`src/rtl/path_delay_sequencer.sv`:
```
// Sweeps a bank of inverter delay paths: for each path, launches a transition, counts clock
// cycles until the synchronized output follows, sums 2^TRIALS_LOG2 trials, reports via valid/ready.
module path_delay_sequencer #(
    parameter int NUM_PATHS   = 8,
    parameter int CNT_W       = 12,
    parameter int TRIALS_LOG2 = 3,
    parameter int TIMEOUT     = 4000,
    parameter int SETTLE      = 16
) (
    input  logic                            clk,
    input  logic                            rst_n,
    input  logic                            start,
    output logic [NUM_PATHS-1:0]            pathInputs,
    input  logic [NUM_PATHS-1:0]            pathResults,
    output logic                            busy,
    output logic                            done,
    output logic                            resValid,
    input  logic                            resReady,
    output logic [$clog2(NUM_PATHS)-1:0]    resPath,
    output logic [CNT_W+TRIALS_LOG2-1:0]    resSum,
    output logic                            resTimeout
);

    localparam int SEL_W = $clog2(NUM_PATHS);
    localparam int SUM_W = CNT_W + TRIALS_LOG2;
    localparam int SET_W = $clog2(SETTLE);

    localparam logic [CNT_W-1:0]       TIMEOUT_V   = CNT_W'(TIMEOUT);
    localparam logic [SET_W-1:0]       SETTLE_LAST = SET_W'(SETTLE - 1);
    localparam logic [SEL_W-1:0]       LAST_PATH   = SEL_W'(NUM_PATHS - 1);
    localparam logic [TRIALS_LOG2-1:0] LAST_TRIAL  = '1;

    // Result handshake: a result transfers on a rising edge where resValid && resReady;
    // resValid, resPath, resSum and resTimeout stay stable until that edge.
    typedef enum logic [2:0] {
        stIdle, stSettle, stLaunch, stMeasure, stAccum, stReport
    } state_t;

    state_t state, stateNext;

    logic [1:0]             rstSync;
    logic                   rstInt;
    logic [NUM_PATHS-1:0]   syncA, syncB;
    logic [SEL_W-1:0]       sel;
    logic [TRIALS_LOG2-1:0] trial;
    logic [SET_W-1:0]       settleCnt;
    logic [CNT_W-1:0]       cnt;
    logic [CNT_W-1:0]       trialCnt;
    logic [SUM_W-1:0]       sum;
    logic [SUM_W-1:0]       sumNext;
    logic                   tflag;
    logic                   baseline;
    logic                   changed;

    // Reset asserts immediately but releases two clocks after rst_n rises.
    always_ff @(posedge clk or negedge rst_n) begin
        if (!rst_n) rstSync <= 2'b00;
        else        rstSync <= {rstSync[0], 1'b1};
    end
    assign rstInt = rstSync[1];

    always_ff @(posedge clk or negedge rstInt) begin
        if (!rstInt) begin
            syncA <= '0;
            syncB <= '0;
        end else begin
            syncA <= pathResults;
            syncB <= syncA;
        end
    end

    assign changed = (syncB[sel] != baseline);
    assign sumNext = sum + {{TRIALS_LOG2{1'b0}}, trialCnt};

    always_ff @(posedge clk or negedge rstInt) begin
        if (!rstInt) state <= stIdle;
        else         state <= stateNext;
    end

    always_comb begin
        stateNext = state;
        case (state)
            stIdle:    if (start) stateNext = stSettle;
            stSettle:  if (settleCnt == SETTLE_LAST) stateNext = stLaunch;
            stLaunch:  stateNext = stMeasure;
            stMeasure: if (changed || cnt == TIMEOUT_V) stateNext = stAccum;
            stAccum:   stateNext = (trial == LAST_TRIAL) ? stReport : stSettle;
            stReport:  if (resReady) stateNext = (sel == LAST_PATH) ? stIdle : stSettle;
            default:   stateNext = stIdle;
        endcase
    end

    always_ff @(posedge clk or negedge rstInt) begin
        if (!rstInt) begin
            pathInputs <= '0;
            busy       <= 1'b0;
            done       <= 1'b0;
            resValid   <= 1'b0;
            resPath    <= '0;
            resSum     <= '0;
            resTimeout <= 1'b0;
            sel        <= '0;
            trial      <= '0;
            settleCnt  <= '0;
            cnt        <= '0;
            trialCnt   <= '0;
            sum        <= '0;
            tflag      <= 1'b0;
            baseline   <= 1'b0;
        end else begin
            done <= 1'b0;
            case (state)
                stIdle: begin
                    if (start) begin
                        busy      <= 1'b1;
                        sel       <= '0;
                        trial     <= '0;
                        sum       <= '0;
                        tflag     <= 1'b0;
                        settleCnt <= '0;
                    end
                end
                stSettle: begin
                    settleCnt <= settleCnt + 1'b1;
                    if (settleCnt == SETTLE_LAST) baseline <= syncB[sel];
                end
                stLaunch: begin
                    pathInputs[sel] <= ~pathInputs[sel];
                    cnt             <= '0;
                end
                stMeasure: begin
                    // A change seen on the timeout cycle still counts as a real edge.
                    if (changed) begin
                        trialCnt <= cnt;
                    end else if (cnt == TIMEOUT_V) begin
                        trialCnt <= TIMEOUT_V;
                        tflag    <= 1'b1;
                    end else begin
                        cnt <= cnt + 1'b1;
                    end
                end
                stAccum: begin
                    sum       <= sumNext;
                    trial     <= trial + 1'b1;
                    settleCnt <= '0;
                    if (trial == LAST_TRIAL) begin
                        resValid   <= 1'b1;
                        resPath    <= sel;
                        resSum     <= sumNext;
                        resTimeout <= tflag;
                    end
                end
                stReport: begin
                    if (resReady) begin
                        resValid  <= 1'b0;
                        settleCnt <= '0;
                        if (sel == LAST_PATH) begin
                            done <= 1'b1;
                            busy <= 1'b0;
                        end else begin
                            sel   <= sel + 1'b1;
                            sum   <= '0;
                            tflag <= 1'b0;
                            trial <= '0;
                        end
                    end
                end
                default: ;
            endcase
        end
    end

endmodule

```
`config.mk`:
```
export PLATFORM = sky130hd
export DESIGN_NAME = path_delay_sequencer
export DESIGN_NICKNAME = d
export VERILOG_FILES = /design/src/rtl/path_delay_sequencer.sv
export SDC_FILE = /design/constraint.sdc
export NUM_CORES = 1
export LEC_CHECK = 0
export CORE_ASPECT_RATIO = 1.1
export CORE_MARGIN = 1
export CORE_UTILIZATION = 45
export DETAILED_ROUTE_END_ITERATION = 10
export SYNTH_ARGS = -nofsm -noshare
export SYNTH_HDL_FRONTEND = slang
export SYNTH_SLANG_ARGS = --single-unit
export TNS_END_PERCENT = 1
```
`constraint.sdc`:
```
create_clock -name clk -period 5.5 [get_ports clk]
set_input_delay 1.65 -clock clk [delete_from_list [all_inputs] [get_ports clk]]
set_output_delay 1.65 -clock clk [all_outputs]
set_load 0.05 [all_outputs]
```
# Yosys cells after proc, flatten, opt, wreduce, memory -nomap -nowiden
# Cells that the tools add are included.
# W data, S select, Z words.
# word_totals
out_inout_bits	30
input_bits	12
regBits	102
# op_classes
n_bitwise	1
n_addsub	5
n_eq_ne	20
mux	49
n_lt_le_gt_ge	2
reduce_logical	21
# ops
op	count
$mux W12	4
$mux W15	3
$pmux W15 S3	1
$mux W3	10
$pmux W12 S2	1
$ne A2 B2 Y1 const B	10
$pmux W3 S6	1
$mux W1	17
$pmux W4 S4	1
$reduce_and A4 Y1	4
$add A15 B12 Y15	1
$add A12 B1 Y12 const B	1
$eq A12 B12 Y1 const B	1
$eq A3 B3 Y1 const B	4
$pmux W3 S3	1
$reduce_and A3 Y1	3
$bwmux W8	1
$mux W4	2
$reduce_bool A2 Y1	4
$add A3 B1 Y3 const B	2
$bmux W1 S3	2
$eq A3 B2 Y1 const B	2
$pmux W3 S2	1
$reduce_and A2 Y1	3
16 further kinds	18

# Depth between registers and ports, before layout
# depth
word_depth	6
mapped_depth	9

# Least setup slack after synthesis
# No wires, ideal clock.
# synth_timing
path_type	in2reg
from	in resReady
to	reg sel[0]
slack_ns	2.589
t_arrival_ns	2.787
cell_stages	6
required_ns	5.375
path_buffers	1
setup_ns	0.125
path_cell_list	nor2b_1 > a211o_1 > a21o_1 > buf_2 > a21o_1 > mux2_2
# synth_via
elab_chain_len	2
# synth_rtl
element	line	source
start, declared	18	input logic resReady,
$ne A2 B2 Y1 (no line)	-	
$reduce_and A4 Y1 (no line)	-	
end signal, assigned	161	sel <= sel + 1'b1;
end, declared	44	logic [SEL_W-1:0] sel;
# Every way passes these cells.
# A chain may end at the register's enable or synchronous reset.

# Final worst setup path
# Ends and elaborated chain as after synthesis.

==> run_results.csv <==
group,metric,value,unit
outcome,status,"complete, no violations",
floorplanning,coreArea,0.0105,mm^2
global_routing,grt_use_total,0.198,
sta,fin_hold_ws,0.288,ns
clocking,root_buffer,"clkbuf_16",
sta,max_slew.worst_pin.slew,1.11,ns
yosys,syn-instance-count,484,
pwr,p_leak,2.60,nW
pwr,seq_power_share,0.452,
setup_path,crit_start,"resReady",
setup_path,crit_chain,"clkdlybuf4s50_1 > nor2b_1 > a211o_1 > a21o_1 > a21o_1 > mux2_2",
pwr,p_int,1.39,mW
floorplanning,start_util,0.470,
sta,slew_viol_final,0,
final_layout,final_common_cell,"dfrtp_1",
pwr,swShare,0.338,
drt,route.detailed.drc,0,
setup_path,worst_path_max_delay_cell,"clkdlybuf4s50_1",
placement,dpl.hpwl,7.13,mm
final_layout,diodes,0,
clocking,insertion_delay,0.35,ns
hold_path,hp-class,"reg2async",
job,max_cap_violations,0,
yosys,ys_seq_area_frac,0.516,
drt,vias,3576,
sta,fin_tns_setup,0,ns
final_layout,drive_above_1_share,0.0808,
setup_path,path_class,"in2reg",
pwr,pwr-share-comb,0.232,
floorplanning,die-area,0.0114,mm^2
drt,wl_per_cell,15.4,um
yosys,yosysWarnings,0,
sta,relSlewSlack,0.255,
yosys,syn_area,0.00495,mm^2
yosys,syn_avg_cell_area,10.2,um^2
floorplanning,io_pins,42,
final_layout,final_net_count,547,
final_layout,mostFrequentLayoutCells,"dfrtp_1 (101), nand2_1 (65), clkdlybuf4s50_1 (41)",
final_layout,synthToLayoutAreaGrowth,16.7,%
sta,rsz0062_at_grt,"false",
yosys,async_flop_share,1.00,
setup_path,rr_startpoint,"state[2]",
global_routing,grt_max_degree,66,
clocking,cts_made_buffers,9,
setup_path,arrival,3.64,ns
setup_path,slowest_delay,0.50,ns
global_routing,grt_antenna_before_repair,0,
setup_path,path_common_cell,"a21o_1",
sta,finalCritPeriodShare,0.617,
placement,gp_congestion,0.872,
drt,vias_per_cell,5.39,
clocking,postCtsHoldBufs,0,
sta,timing.fmax,0.294,GHz
clocking,htree_levels,3,
yosys,synthFlopType,"dfrtp_1",
floorplanning,fp-row-count,39,
drt,first_pass_iters,5,
setup_path,cp-end-kind,"flip-flop",
setup_path,start_kind,"input port",
pwr,finalPower,2.11,mW
yosys,synthesis.nets,516,
drt,drt-initial-drc-count,127,
global_routing,grt_pass1_wl,17.6,mm
drt,wl,10.2,mm
final_layout,fin_util,0.548,
yosys,synth_cell_types,58,
clocking,cts_tree,"yes",
clocking,post_cts_buffers,0,
clocking,cts_resized,0,
pwr,powerDensity,364,mW/mm^2
yosys,synth_seq_cells,102,
sta,clock_skew,0.00745,ns
sta,report.final.hold_viol_count,0,
clocking,max-clock-path-buffers,2,
clocking,clkSinkCount,102,
yosys,synth_edf_count,0,
setup_path,cp.required,5.74,ns
pwr,clock_power_share,0.316,
pwr,p_sw,0.711,mW
placement,io_buffers,41,
floorplanning,die_h,112,um
drt,antenna_left,0,
sta,setup_viol,0,
sta,period_minus_slack,3.40,ns
pwr,vdd_drop_max,0.000191,V
global_routing,grt_pass1_vias,3532,
floorplanning,dieWidth,102,um
clocking,clk_pin_slew,0.07,ns
global_routing,grt.overflow.total,0,
setup_path,critPathMaxFanout,19,
## worst max-delay path, delay by kind of cell
family,cells,cell delay (ns)
AOI/OAI and AO/OA,3,1.14
buffers and inverters,1,0.50
muxes,1,0.26
and+or+nand+nor,1,0.09
## area by class of cell
| type | instances | area, um^2 |
|---|---|---|
| Multi-Input combinational cell | 343 | 2240 |
| Sequential cell | 102 | 2560 |
| Tap cell | 143 | 179 |
| Clock buffer | 9 | 225 |
| Timing Repair Buffer | 42 | 418 |
| Inverter | 17 | 63.8 |
| Clock inverter | 7 | 96.3 |
| Fill cell | 956 | 4760 |
## per-stage QoR
| step | cell area [um^2] | setup slack (ns) | cells |
|---|---|---|---|
| finish | 5780 | 2.10 | 663 |
| global placement | 5460 | 1.76 | 647 |
| CTS | 5780 | 2.09 | 663 |
| floorplan | 4950 | 2.45 | 484 |
| global route | 5780 | 2.00 | 663 |
| detailed placement | 5460 | 1.73 | 647 |
## cell usage after synthesis, drive strengths merged (3+ instances only)
cell type | number | area share
nand4 | 4 | 0.0051
mux2i | 4 | 0.011
xnor2 | 12 | 0.021
inv | 17 | 0.013
dfrtp | 102 | 0.52
o311ai | 3 | 0.0053
a31oi | 4 | 0.0051
and3 | 4 | 0.0051
nor3 | 9 | 0.0091
or3 | 3 | 0.0038
nor2 | 39 | 0.030
xor2 | 4 | 0.0071
o31ai | 7 | 0.011
nor4 | 6 | 0.0076
o21ai | 39 | 0.039
a21o | 6 | 0.0091
ha | 19 | 0.048
a22o | 13 | 0.023
buf | 7 | 0.0088
nand2 | 65 | 0.049
a211oi | 6 | 0.0091
nand2b | 6 | 0.0076
clkbuf | 15 | 0.011
nor2b | 5 | 0.0063
o21a | 4 | 0.0061
or4 | 5 | 0.0076
a21oi | 16 | 0.016
nand3 | 15 | 0.015
mux2 | 16 | 0.037
## power by group through the flow
stage          registers, mW  logic (mW)  clock network, mW
6_report               0.952       0.488              0.666
5_1_grt                0.973       0.554              0.719
4_1_cts                0.953       0.495              0.681
3_5_place_dp           0.968       0.490                  0
3_3_place_gp           0.963       0.480                  0
2_1_floorplan          0.960       0.369                  0
## path summary, 6_finish.rpt
| kind | slack, ns | depth (start not counted) | end |
|---|---|---|---|
| setup / recovery | 2.10 | 6 | sel[0] |
| hold / removal | 0.29 | 0 | trialCnt[9] |
| setup reg to reg | 2.53 | 6 | resSum[10] |
| hold reg to reg | 0.29 | 0 | trialCnt[9] |
| max in group asynchronous | 3.91 | 1 | rstSync[1] |
| min in group clk | 0.35 | 0 | syncB[3] |
## routing by layer
metal	track usage	part of all wire	vias up
met5	0	0	-
met4	0.0762	0.019	0
met3	0.0383	0.032	14
met2	0.290	0.45	54
met1	0.288	0.50	1716
li1	-	-	1792
## flip-flops by register name, summed over array words and instances, names as in the netlist
name / cells
resSum: 15
sum: 15
cnt: 12
trialCnt: 12
pathInputs: 8
syncA: 8
syncB: 8
settleCnt: 4
resPath: 3
sel: 3
state: 3
trial: 3
rstSync: 2
baseline: 1
busy: 1
done: 1
resTimeout: 1
resValid: 1
tflag: 1
## kinds of logic (layout without fill, tap and decap cells)
| family | after synthesis | after routing | share of synthesized area |
|---|---|---|---|
| simple gates | 170 | 170 | 0.162 |
| compound gates | 114 | 114 | 0.151 |
| flops | 102 | 102 | 0.516 |
| buf+inv | 39 | 75 | 0.0331 |
| mux | 22 | 22 | 0.0569 |
| fa+ha+maj | 20 | 20 | 0.0521 |
| xor+xnor | 16 | 16 | 0.0283 |
| other cells | 1 | 1 | 0.000758 |
(Power assumes the default switching activity.)
